--- config.mk ---
export PLATFORM = sky130hd
export DESIGN_NAME = bird_motion_ctrl_param
export DESIGN_NICKNAME = d
export VERILOG_FILES = /design/src/rtl/bird_motion_ctrl_param.sv
export SDC_FILE = /design/constraint.sdc
export NUM_CORES = 1
export LEC_CHECK = 0
export CORE_AREA = 8 8 45 47
export CTS_CLUSTER_DIAMETER = 100
export DETAILED_ROUTE_END_ITERATION = 8
export DIE_AREA = 0 0 53 55
export DONT_BUFFER_PORTS = 1
export PLACE_DENSITY = 0.72
export RECOVER_POWER = 25
export REMOVE_ABC_BUFFERS = 1
export SLEW_MARGIN = 20
export SYNTH_ARGS = -nofsm -noshare
export SYNTH_HDL_FRONTEND = slang
export SYNTH_SLANG_ARGS = --single-unit
--- constraint.sdc ---
create_clock -name Clock -period 5 [get_ports Clock]
set_input_delay 1 -clock Clock [delete_from_list [all_inputs] [get_ports Clock]]
set_output_delay 1 -clock Clock [all_outputs]
set_load 0.01 [all_outputs]
--- src/rtl/bird_motion_ctrl_param.sv ---
`default_nettype none
// ============================================================================
// Module   : bird_motion_ctrl_param
// Brief    : Vertical-motion controller for the player bird: gravity divider,
//            edge-detected flap, ceiling mode, pause, crash and restart.
// Revision : 1.0 - initial release
// ============================================================================
module bird_motion_ctrl_param #(
    parameter int ROWS      = 8,
    parameter int START_ROW = 4,
    parameter int FLAP_ROWS = 1,
    parameter int FALL_DIV  = 1,
    parameter int CEIL_KILL = 1
) (
    input  logic                    Clock,
    input  logic                    reset,
    input  logic                    start,
    input  logic                    tick,
    input  logic                    key,
    input  logic                    crash,
    input  logic                    restart,
    output logic [ROWS-1:0]         position,
    output logic [$clog2(ROWS)-1:0] row,
    output logic                    playing,
    output logic                    gameOver,
    output logic                    crashed
);

    localparam int c_RW = $clog2(ROWS);
    localparam int c_CW = (FALL_DIV > 1) ? $clog2(FALL_DIV) : 1;

    localparam logic [c_RW-1:0] c_START    = c_RW'(START_ROW);
    localparam logic [c_RW-1:0] c_GROUND   = c_RW'(ROWS - 1);
    localparam logic [c_RW:0]   c_FLAP     = (c_RW + 1)'(FLAP_ROWS);
    localparam logic [c_CW-1:0] c_DIV_LAST = c_CW'(FALL_DIV - 1);
    localparam logic [ROWS-1:0] c_ONE      = {{(ROWS - 1){1'b0}}, 1'b1};

    typedef enum logic [1:0] {
        ST_IDLE = 2'd0,
        ST_PLAY = 2'd1,
        ST_OVER = 2'd2
    } state_t;

    state_t          r_state;
    state_t          w_state_nxt;
    logic [c_RW-1:0] r_row;
    logic [c_RW-1:0] w_row_nxt;
    logic            r_oob;
    logic            w_oob_nxt;
    logic [c_CW-1:0] r_fall_cnt;
    logic [c_CW-1:0] w_fall_cnt_nxt;
    logic            r_flap_pend;
    logic            w_flap_pend_nxt;
    logic            r_key_q;
    logic            r_crashed;
    logic            w_crashed_nxt;

    logic            w_key_edge;
    logic [c_RW:0]   w_flap_row;

    assign w_key_edge = key & ~r_key_q;
    // One extra bit so an overshoot above row 0 shows up as a set MSB.
    assign w_flap_row = {1'b0, r_row} - c_FLAP;

    always_ff @(posedge Clock or posedge reset) begin
        if (reset) begin
            r_state     <= ST_IDLE;
            r_row       <= c_START;
            r_oob       <= 1'b0;
            r_fall_cnt  <= '0;
            r_flap_pend <= 1'b0;
            r_key_q     <= 1'b0;
            r_crashed   <= 1'b0;
        end else begin
            r_state     <= w_state_nxt;
            r_row       <= w_row_nxt;
            r_oob       <= w_oob_nxt;
            r_fall_cnt  <= w_fall_cnt_nxt;
            r_flap_pend <= w_flap_pend_nxt;
            r_key_q     <= key;
            r_crashed   <= w_crashed_nxt;
        end
    end

    always_comb begin
        w_state_nxt     = r_state;
        w_row_nxt       = r_row;
        w_oob_nxt       = r_oob;
        w_fall_cnt_nxt  = r_fall_cnt;
        w_flap_pend_nxt = r_flap_pend;
        w_crashed_nxt   = r_crashed;

        case (r_state)
            ST_IDLE: begin
                if (start) begin
                    w_state_nxt = ST_PLAY;
                end
            end

            ST_PLAY: begin
                if (crash) begin
                    w_state_nxt   = ST_OVER;
                    w_crashed_nxt = 1'b1;
                end else if (start && tick) begin
                    if (r_flap_pend) begin
                        w_flap_pend_nxt = 1'b0;
                        w_fall_cnt_nxt  = '0;
                        if (w_flap_row[c_RW]) begin
                            if (CEIL_KILL != 0) begin
                                w_state_nxt = ST_OVER;
                                w_oob_nxt   = 1'b1;
                            end else begin
                                w_row_nxt = '0;
                            end
                        end else begin
                            w_row_nxt = w_flap_row[c_RW-1:0];
                        end
                    end else if (r_fall_cnt == c_DIV_LAST) begin
                        w_fall_cnt_nxt = '0;
                        if (r_row == c_GROUND) begin
                            w_state_nxt = ST_OVER;
                            w_oob_nxt   = 1'b1;
                        end else begin
                            w_row_nxt = r_row + 1'b1;
                        end
                    end else begin
                        w_fall_cnt_nxt = r_fall_cnt + 1'b1;
                    end
                end

                // A fresh press must survive a same-cycle flap being consumed.
                if (w_key_edge) begin
                    w_flap_pend_nxt = 1'b1;
                end
            end

            ST_OVER: begin
                if (restart) begin
                    w_state_nxt     = ST_IDLE;
                    w_row_nxt       = c_START;
                    w_oob_nxt       = 1'b0;
                    w_fall_cnt_nxt  = '0;
                    w_flap_pend_nxt = 1'b0;
                    w_crashed_nxt   = 1'b0;
                end
            end

            default: begin
                w_state_nxt = ST_IDLE;
            end
        endcase
    end

    assign position = r_oob ? '0 : (c_ONE << r_row);
    assign row      = r_row;
    assign playing  = (r_state == ST_PLAY);
    assign gameOver = (r_state == ST_OVER);
    assign crashed  = r_crashed;

endmodule
`default_nettype wire

; ---- Word level (Yosys, flattened, before mapping)
; Cells that the tools add are included.
; W data, S select, Z words.
[classes]
n_addsub = 3
eq_ne = 19
shifts = 1
muxes = 37
bitwise_logic = 2
n_reduce_logical = 9
[op_table]
columns = operator, count
row1 = $mux W3, 7
row2 = $mux W2, 8
row3 = $mux W1, 15
row4 = $reduce_and A7 Y1, 2
row5 = $ne A3 B2 Y1 const B, 4
row6 = $mux W8, 1
row7 = $ne A2 B2 Y1 const B, 4
row8 = $ne A4 B3 Y1 const B, 2
row9 = $pmux W1 S2, 4
row10 = $reduce_and A4 Y1, 2
row11 = $shl A1 B3 Y8 const A, 1
row12 = $ne A3 B1 Y1 const B, 2
row13 = $ne A3 B3 Y1 const B, 2
row14 = $pmux W2 S3, 1
row15 = $pmux W3 S2, 1
row16 = $reduce_and A6 Y1, 1
row17 = $ne A4 B2 Y1 const B, 1
row18 = $sub A3 B1 Y4 const B, 1
row19 = $add A3 B1 Y3 const B, 1
row20 = $eq A3 B3 Y1 const B, 1
row21 = $reduce_and A3 Y1, 1
row22 = $eq A2 B1 Y1 const B, 1
row23 = $eq A2 B2 Y1 const B, 1
row24 = $logic_not A2 Y1, 1
row25 = other kinds (6), 6
[word_totals]
register_bits = 10
in_bits = 7
out_inout_bits = 14

; ---- Depth between registers and ports, before layout
[depth]
depth_word = 7
depth_mapped = 5

; ---- Least setup slack after synthesis
; OpenSTA, ideal clock, no wires.
[synth_timing]
kind = flip-flop to output port
from = register r_row[2], in the netlist row[2]
to = output position[4]
t_arrival_ns = 1.069
setup_slack_ns = 2.931
path_stages_with_launch = 3
path_buffers = 0
path_cell_list = dfstp_2 inv_1 nor3b_1
[synth_between]
elab_chain_len = 2
[synth_rtl]
columns = item, line_no
row1 = start: declaration, 46  ; logic [c_RW-1:0] r_row;
row2 = start signal: assignment, 68  ; r_row <= c_START;
row3 = start signal: assignment, 76  ; r_row <= w_row_nxt;
row4 = $shl A1 B3 Y8, 154  ; assign position = r_oob ? '0 : (c_ONE << r_row);
row5 = $mux W8, 154
row6 = end: declaration, 22  ; output logic [ROWS-1:0] position,
; Every way passes these cells.

; ---- Worst setup path after layout
[layout_timing]
from = register r_row[0], in the netlist row[0]
to = output position[2]
; Same word-level chain as after synthesis.

==> run_results.csv <==
group,metric,value,unit
run_status,outcome,"complete, no violations",
finish,stdcell_count,84,
critical_path,crit_start,"row[0]$_DFFE_PP0P_",
min_path,hp-start,"r_key_q$_DFF_PP0_",
clocking,h-tree-depth,1,
sta,min_period,2.48,ns
sta,fin_crit_sh,49.7,%
clocking,cts_sinks,9,
synth,yosysTopAreaCellShare,31.1,%
critical_path,crit_fanout,8,
finish,layout_common_cells,"8 x dfrtp_1, 7 x ha_1, 6 x inv_1, 6 x o211ai_1, 6 x nor3b_1",
power,power.density,586,mW/mm²
sta,max_freq,403,MHz
power,netSwitchingFraction,45.8,%
power,ir_drop,0.228,mV
placement,dpl_cell_area,657,µm²
synth,synth_cells,66,
critical_path,cp-end-kind,"output port",
detailed_routing,highest_layer,"met4",
sta,worst_pin_slew,0.425,ns
synth,ys_async_sr_fraction,100,%
placement,port_buffers,0,
power,p_clk_share,13.4,%
detailed_routing,wl_met3,196,µm
detailed_routing,dr_total_vias,505,
detailed_routing,wl_per_cell,17.2,µm
global_routing,grt_overflow,0,
detailed_routing,wl_met2,647,µm
detailed_routing,wirelength_met1,586,µm
clocking,post_cts_buffers,0,
sta,setup_viol_count_final,0,
finish,syn_to_final_growth,6.02,%
finish,design_area,683,µm²
synth,yosysSeqAreaShare,35.1,%
sta,hold_viol,0,
clocking,ctsHoldBuffers,0,
synth,yosysTopAreaCell,"dfrtp_1",
die,start_util,46.6,%
detailed_routing,via_per_inst,6.01,
power,p_int,0.217,mW
detailed_routing,drt_pass1_iterations,4,
detailed_routing,ant_nets,0,
finish,layout_commonest_cell,"dfrtp_1",
clocking,clock_latency,0.25,ns
finish,fin_nets,83,
placement,placed_cells,80,
finish,drive_above_1_share,8.82,%
sta,rsz0062_at_grt,"no",
critical_path,crit_type,"flop to output port",
placement,gp_congestion,0.820,
clocking,clockRootBuffer,"clkbuf_4",
critical_path,start_kind,"flop",
min_path,min-delay-path-class,"flop to flop",
detailed_routing,drc_errors,0,
sta,tns,0,ns
synth,synthesis.area,644,µm²
power,p_switching,0.183,mW
sta,slew_violations,0,
global_routing,grtUsageTotal,11.0,%
critical_path,worstPathArrival,1.48,ns
job,cap_violations,0,
sta,relSlewSlack,71.6,%
sta,fin_worst_skew,0.00432,ns
synth,ys_types,26,
detailed_routing,wl,1.44,mm
clocking,post_cts_resized,0,
die,die-area,0.00292,mm²
power,pwr-share-comb,44.5,%
clocking,clk_pin_slew_worst_paths,0.05,ns
critical_path,worstReg2RegStart,"row[0]$_DFFE_PP0P_",
synth,synth_warnings,0,
placement,hpwl,1.11,mm
die,die_x,53,µm
detailed_routing,drtIter0Drc,7,
die,fp.dieH,55,µm
finish,n_antenna_cell,0,
global_routing,antenna_found_initial,0,
die,core_area,0.00138,mm²
clocking,numCtsBuffers,3,
synth,synth-edff-count,0,
synth,synth_ff_type,"dfrtp_1",
clocking,clockBufferDepth,2,
synth,avgSynthCellArea,9.76,µm²
critical_path,critPathRequiredTime,4.00,ns
power,p_leak,0.304,nW
clocking,cts_tree,"built",
power,pwr-share-seq,42.1,%
global_routing,grt_pass1_vias,521,
synth,synth-seq-cells,9,
global_routing,grt_max_degree,11,
die,rows,14,
global_routing,grt_pass1_wl,2.36,mm
die,ios,21,
synth,synthTopCellsByArea,"dfrtp_1 31%, ha_1 14%, nor3b_1 7.0%, o211ai_1 7.0%, dfstp_2 4.1%",
==> through the flow <==
stage | util, % | power, mW | setup WS, ns | hold WS [ns]
floorplan | - | 0.304 | 2.93 | 0.467
global placement | 47.5 | 0.342 | 2.81 | 0.475
detailed placement | 47.5 | 0.350 | 2.78 | 0.481
CTS | 49.4 | 0.409 | 2.49 | 0.490
global route | 49.4 | 0.439 | 2.38 | 0.511
finish | 49.4 | 0.400 | 2.52 | 0.492
==> worst max-delay path: stages, from the launching register on <==
cell	delay [ns]
dfrtp_1	0.50
inv_1	0.16
ha_1	0.18
nor3b_1	0.39
==> layout make-up <==
class,count,area [µm²]
Clock buffer,4,26.3
Fill cell,144,701
Inverter,6,22.5
Multi-Input combinational cell,49,388
Sequential cell,9,226
Tap cell,16,20.0
==> Yosys cell counts (all sizes together) (2+ instances only) <==
cell type  number
clkbuf          2
o21ai           3
nand3           2
ha              7
or4             2
nand2           2
nand3b          2
dfrtp           8
inv             6
o211ai          6
xnor2           2
nor3b           6
o211a           2
nor2            3
nor2b           4
==> routing by layer <==
metal / GRT usage (%) / vias up
li1: - / 243
met1: 11.0 / 239
met2: 17.8 / 21
met3: 4.55 / 2
met4: 9.05 / 0
met5: 0 / -
==> worst paths after layout <==
kind	to	slack, ns	cells past startpoint
worst max-delay path	position[2]	2.52	3
worst min-delay path	r_flap_pend$_DFFE_PP0P_	0.49	2
min in group asynchronous	r_state[1]$_DFFE_PP0P_	0.59	1
worst max register to register	row[2]$_DFFE_PP1P_	3.01	5
max in group asynchronous	row[2]$_DFFE_PP1P_	4.11	1
worst min register to register	r_flap_pend$_DFFE_PP0P_	0.49	2
==> state kept, by name (all words and copies together), names as in the netlist <==
signal,cells
r_state,2
r_oob,1
row,3
r_key_q,1
crashed,1
r_flap_pend,1
==> cells by family (layout without fill, tap and decap cells) <==
family,Yosys count,in the layout,synth area share (%)
adder cells (fa/ha/maj),7,7,13.6
buffers and inverters,8,10,4.66
flip-flops,9,9,35.1
AND/OR/NAND/NOR,24,24,25.2
AO/OA/AOI/OAI,15,15,17.1
XOR/XNOR,2,2,2.72
multiplexers,1,1,1.55
==> power groups by stage <==
stage          Combinational (mW)  Sequential, mW  Clock [mW]
6_report                    0.178           0.169      0.0536
4_1_cts                     0.181           0.170      0.0577
5_1_grt                     0.202           0.176      0.0610
3_3_place_gp                0.174           0.167           0
3_5_place_dp                0.179           0.170           0
2_1_floorplan               0.151           0.153           0
Note: power is estimated with default switching activity, not from simulation.
==> variant: new RTL, same flow settings <==
The parameter `CEIL_KILL` goes from 1 to 0.
--- a/src/rtl/bird_motion_ctrl_param.sv
+++ b/src/rtl/bird_motion_ctrl_param.sv
@@ -10,7 +10,7 @@
     parameter int START_ROW = 4,
     parameter int FLAP_ROWS = 1,
     parameter int FALL_DIV  = 1,
-    parameter int CEIL_KILL = 1
+    parameter int CEIL_KILL = 0
 ) (
     input  logic                    Clock,
     input  logic                    reset,
Check against the original RTL: no difference found for any inputs over 10 cycles, from zero or initial values and one cycle with reset high; that may be too few to reach the edited logic, so the function may still have changed.
==> variant against the original RTL <==
Sequential power increased by 3%; design area increased by 15%; power increased by 27%; critical path depth unchanged; via count increased by 5.9%; register-to-register slack improved by 0.16 ns; hold slack improved by 0.037 ns; sequential cell count unchanged; sequential share of layout area decreased by 4.4 points; synthesized area increased by 18%; setup slack improved by 0.079 ns; first-iteration DRC count decreased by 57%; routed wire length increased by 5.3%.
==> variant: results (changes against the original RTL) <==
The largest stage delay on the critical path is 0.57 ns (+0.07 ns). The placer congestion estimate is 0.735 (-10%). The post-synthesis mux area share came out at 0.104 (+0.0883). The post-synthesis sequential area ratio came out at 0.298 (-0.0533). The share of flip-flops with an asynchronous set or reset was 1.00 (unchanged). The post-CTS setup-driven buffer insertion count came out at 0 (unchanged). The worst ir drop on vdd is 0.272 mV (+20%). The number of library cell types mapped by synthesis came to 31 (+19%). The fraction of final layout cells sized beyond drive strength 1 came out at 0.177 (+0.0890). The average instance area after synthesis is 9.86 sq um (+1.0%). The total via count in the routed design came out at 535 (+5.9%). The largest net degree at the start of global routing is 10 (-1). The clock latency on the worst-skew pair is 0.26 ns. The global-route usage over all layers came out at 0.112 (+0.00159). The detailed placement HPWL came out at 1240 um (+12%). The maximum net fanout on the critical path came out at 9 (+1). The combinational share of power was 0.548 (+0.103).

The setup skew after layout is 0.00454 ns (+0.000225 ns). The number of buffers inserted by port buffering is 0 (unchanged). The arithmetic-cell share of the synthesized area counting full adders, half adders and majority gates came to 0.165 (+0.0288). Broken down by cell family, the worst path's largest delay share belongs to flip-flops.

The number of fill cells is 126 (-13%). The instance count after placement with tap cells included is 91 (+14%). The routed metal-1 wire length came to 639 um (+9.0%).

The synthesized-area fraction occupied by ao, oa, aoi and oai cells was 0.161 (-0.00942). The wire length of the first global-routing pass came out at 2460 um (+4.1%). The xor/xnor cell area share of the yosys netlist is 0.0231 (-0.00412). The number of global-route vias before repair is 566 (+8.6%). The number of standard cells in the final layout excluding fillers came out at 95 (+13%). The startpoint identified for the worst register-to-register timing path is r_state[0]$_DFFE_PP0P_. The routed length on met3 is 198 um (+1.0%). The clock network power share is 0.109 (-0.025). The global-route met3 utilization came to 0.0401 (-0.00535).

Sorting the synthesized cells by area gives the leading types as sky130_fd_sc_hd__dfrtp_1 26%, sky130_fd_sc_hd__ha_1 16%, sky130_fd_sc_hd__mux2_2 7.4%. The detailed-route wire length is 1520 um (+5.3%). The worst hold path begins at r_state[1]$_DFFE_PP0P_. The flow ran to the end, and the final reports show no timing, DRC or antenna violations.

The arrival time of data at the critical path endpoint came out at 1.40 ns (-0.08 ns). Ranked by instance count, the synthesized netlist is headed by 10 x sky130_fd_sc_hd__ha_1, 8 x sky130_fd_sc_hd__dfrtp_1, 7 x sky130_fd_sc_hd__and2_1, 7 x sky130_fd_sc_hd__inv_1, 6 x sky130_fd_sc_hd__o21ai_0. The iteration count of the initial detailed-routing pass is 4 (unchanged). The number of gates given a new drive strength after cts came out at 0 (unchanged). The depth of the worst register-to-register path is 5 (unchanged). The area after detailed placement came out at 761 sq um (+16%).

The internal power summed over all cells came to 275 uW (+27%). The met2 wire length is 656 um (+1.4%). The met1 track utilization from global routing was 0.128 (+0.0184).

After detailed routing, no signal wire sits above met4. The cell depth of the worst hold path is 1 (-1). The met2 track demand over resource in global routing is 0.182 (+0.00391). The number of nets at the end of the flow came to 97 (+17%). The number of DRC markers after the initial detailed-route iteration is 3 (-4). The leakage power figure came to 0.000360 uW (+18%).

The worst-margin pin slew came out at 0.378 ns (-0.0471 ns).
variant: cell count changes after synthesis, sizes merged, moves of 3 or more:
cell and delta:
o211ai -6, ha +3, o21ai +3, and2 +7
nor3b -6, mux2 +7
variant: final timing paths:
path	endpoint	slack, ns
worst max-delay path	position[7]	2.60
worst min-delay path	r_state[1]$_DFFE_PP0P_	0.53
worst max register to register	row[1]$_DFFE_PP0P_	3.17
worst min register to register	r_state[1]$_DFFE_PP0P_	0.53
max in group asynchronous	row[2]$_DFFE_PP1P_	4.12
min in group asynchronous	row[0]$_DFFE_PP0P_	0.58
variant: final cells by class:
| class | instances | share of cell area |
|---|---|---|
| Multi-Input combinational cell | 58 | 0.612 |
| Sequential cell | 9 | 0.288 |
| Inverter | 8 | 0.0413 |
| Clock buffer | 4 | 0.0334 |
| Tap cell | 16 | 0.0254 |
variant: worst register-to-register path, stage by stage, from the launching register on:
cell                       delay [ns]
sky130_fd_sc_hd__dfrtp_1         0.42
sky130_fd_sc_hd__inv_1           0.10
sky130_fd_sc_hd__ha_1            0.37
sky130_fd_sc_hd__and2b_1         0.25
sky130_fd_sc_hd__nand4b_1        0.21
sky130_fd_sc_hd__mux2_2          0.37
variant: logic make-up after synthesis:
logic type      Yosys count
xor+xnor                  2
fa+ha+maj                10
compound gates           14
flops                     9
buf+inv                  10
mux                       7
simple gates             25
variant: stage by stage:
stage | total power [uW] | hold slack, ns | utilization | setup slack [ns]
after floorplan | 390 | 0.491 | - | 2.99
after global placement | 440 | 0.514 | 0.550 | 2.90
after detailed placement | 457 | 0.524 | 0.550 | 2.86
after CTS | 514 | 0.537 | 0.569 | 2.57
after global routing | 557 | 0.573 | 0.569 | 2.47
final | 506 | 0.529 | 0.569 | 2.60
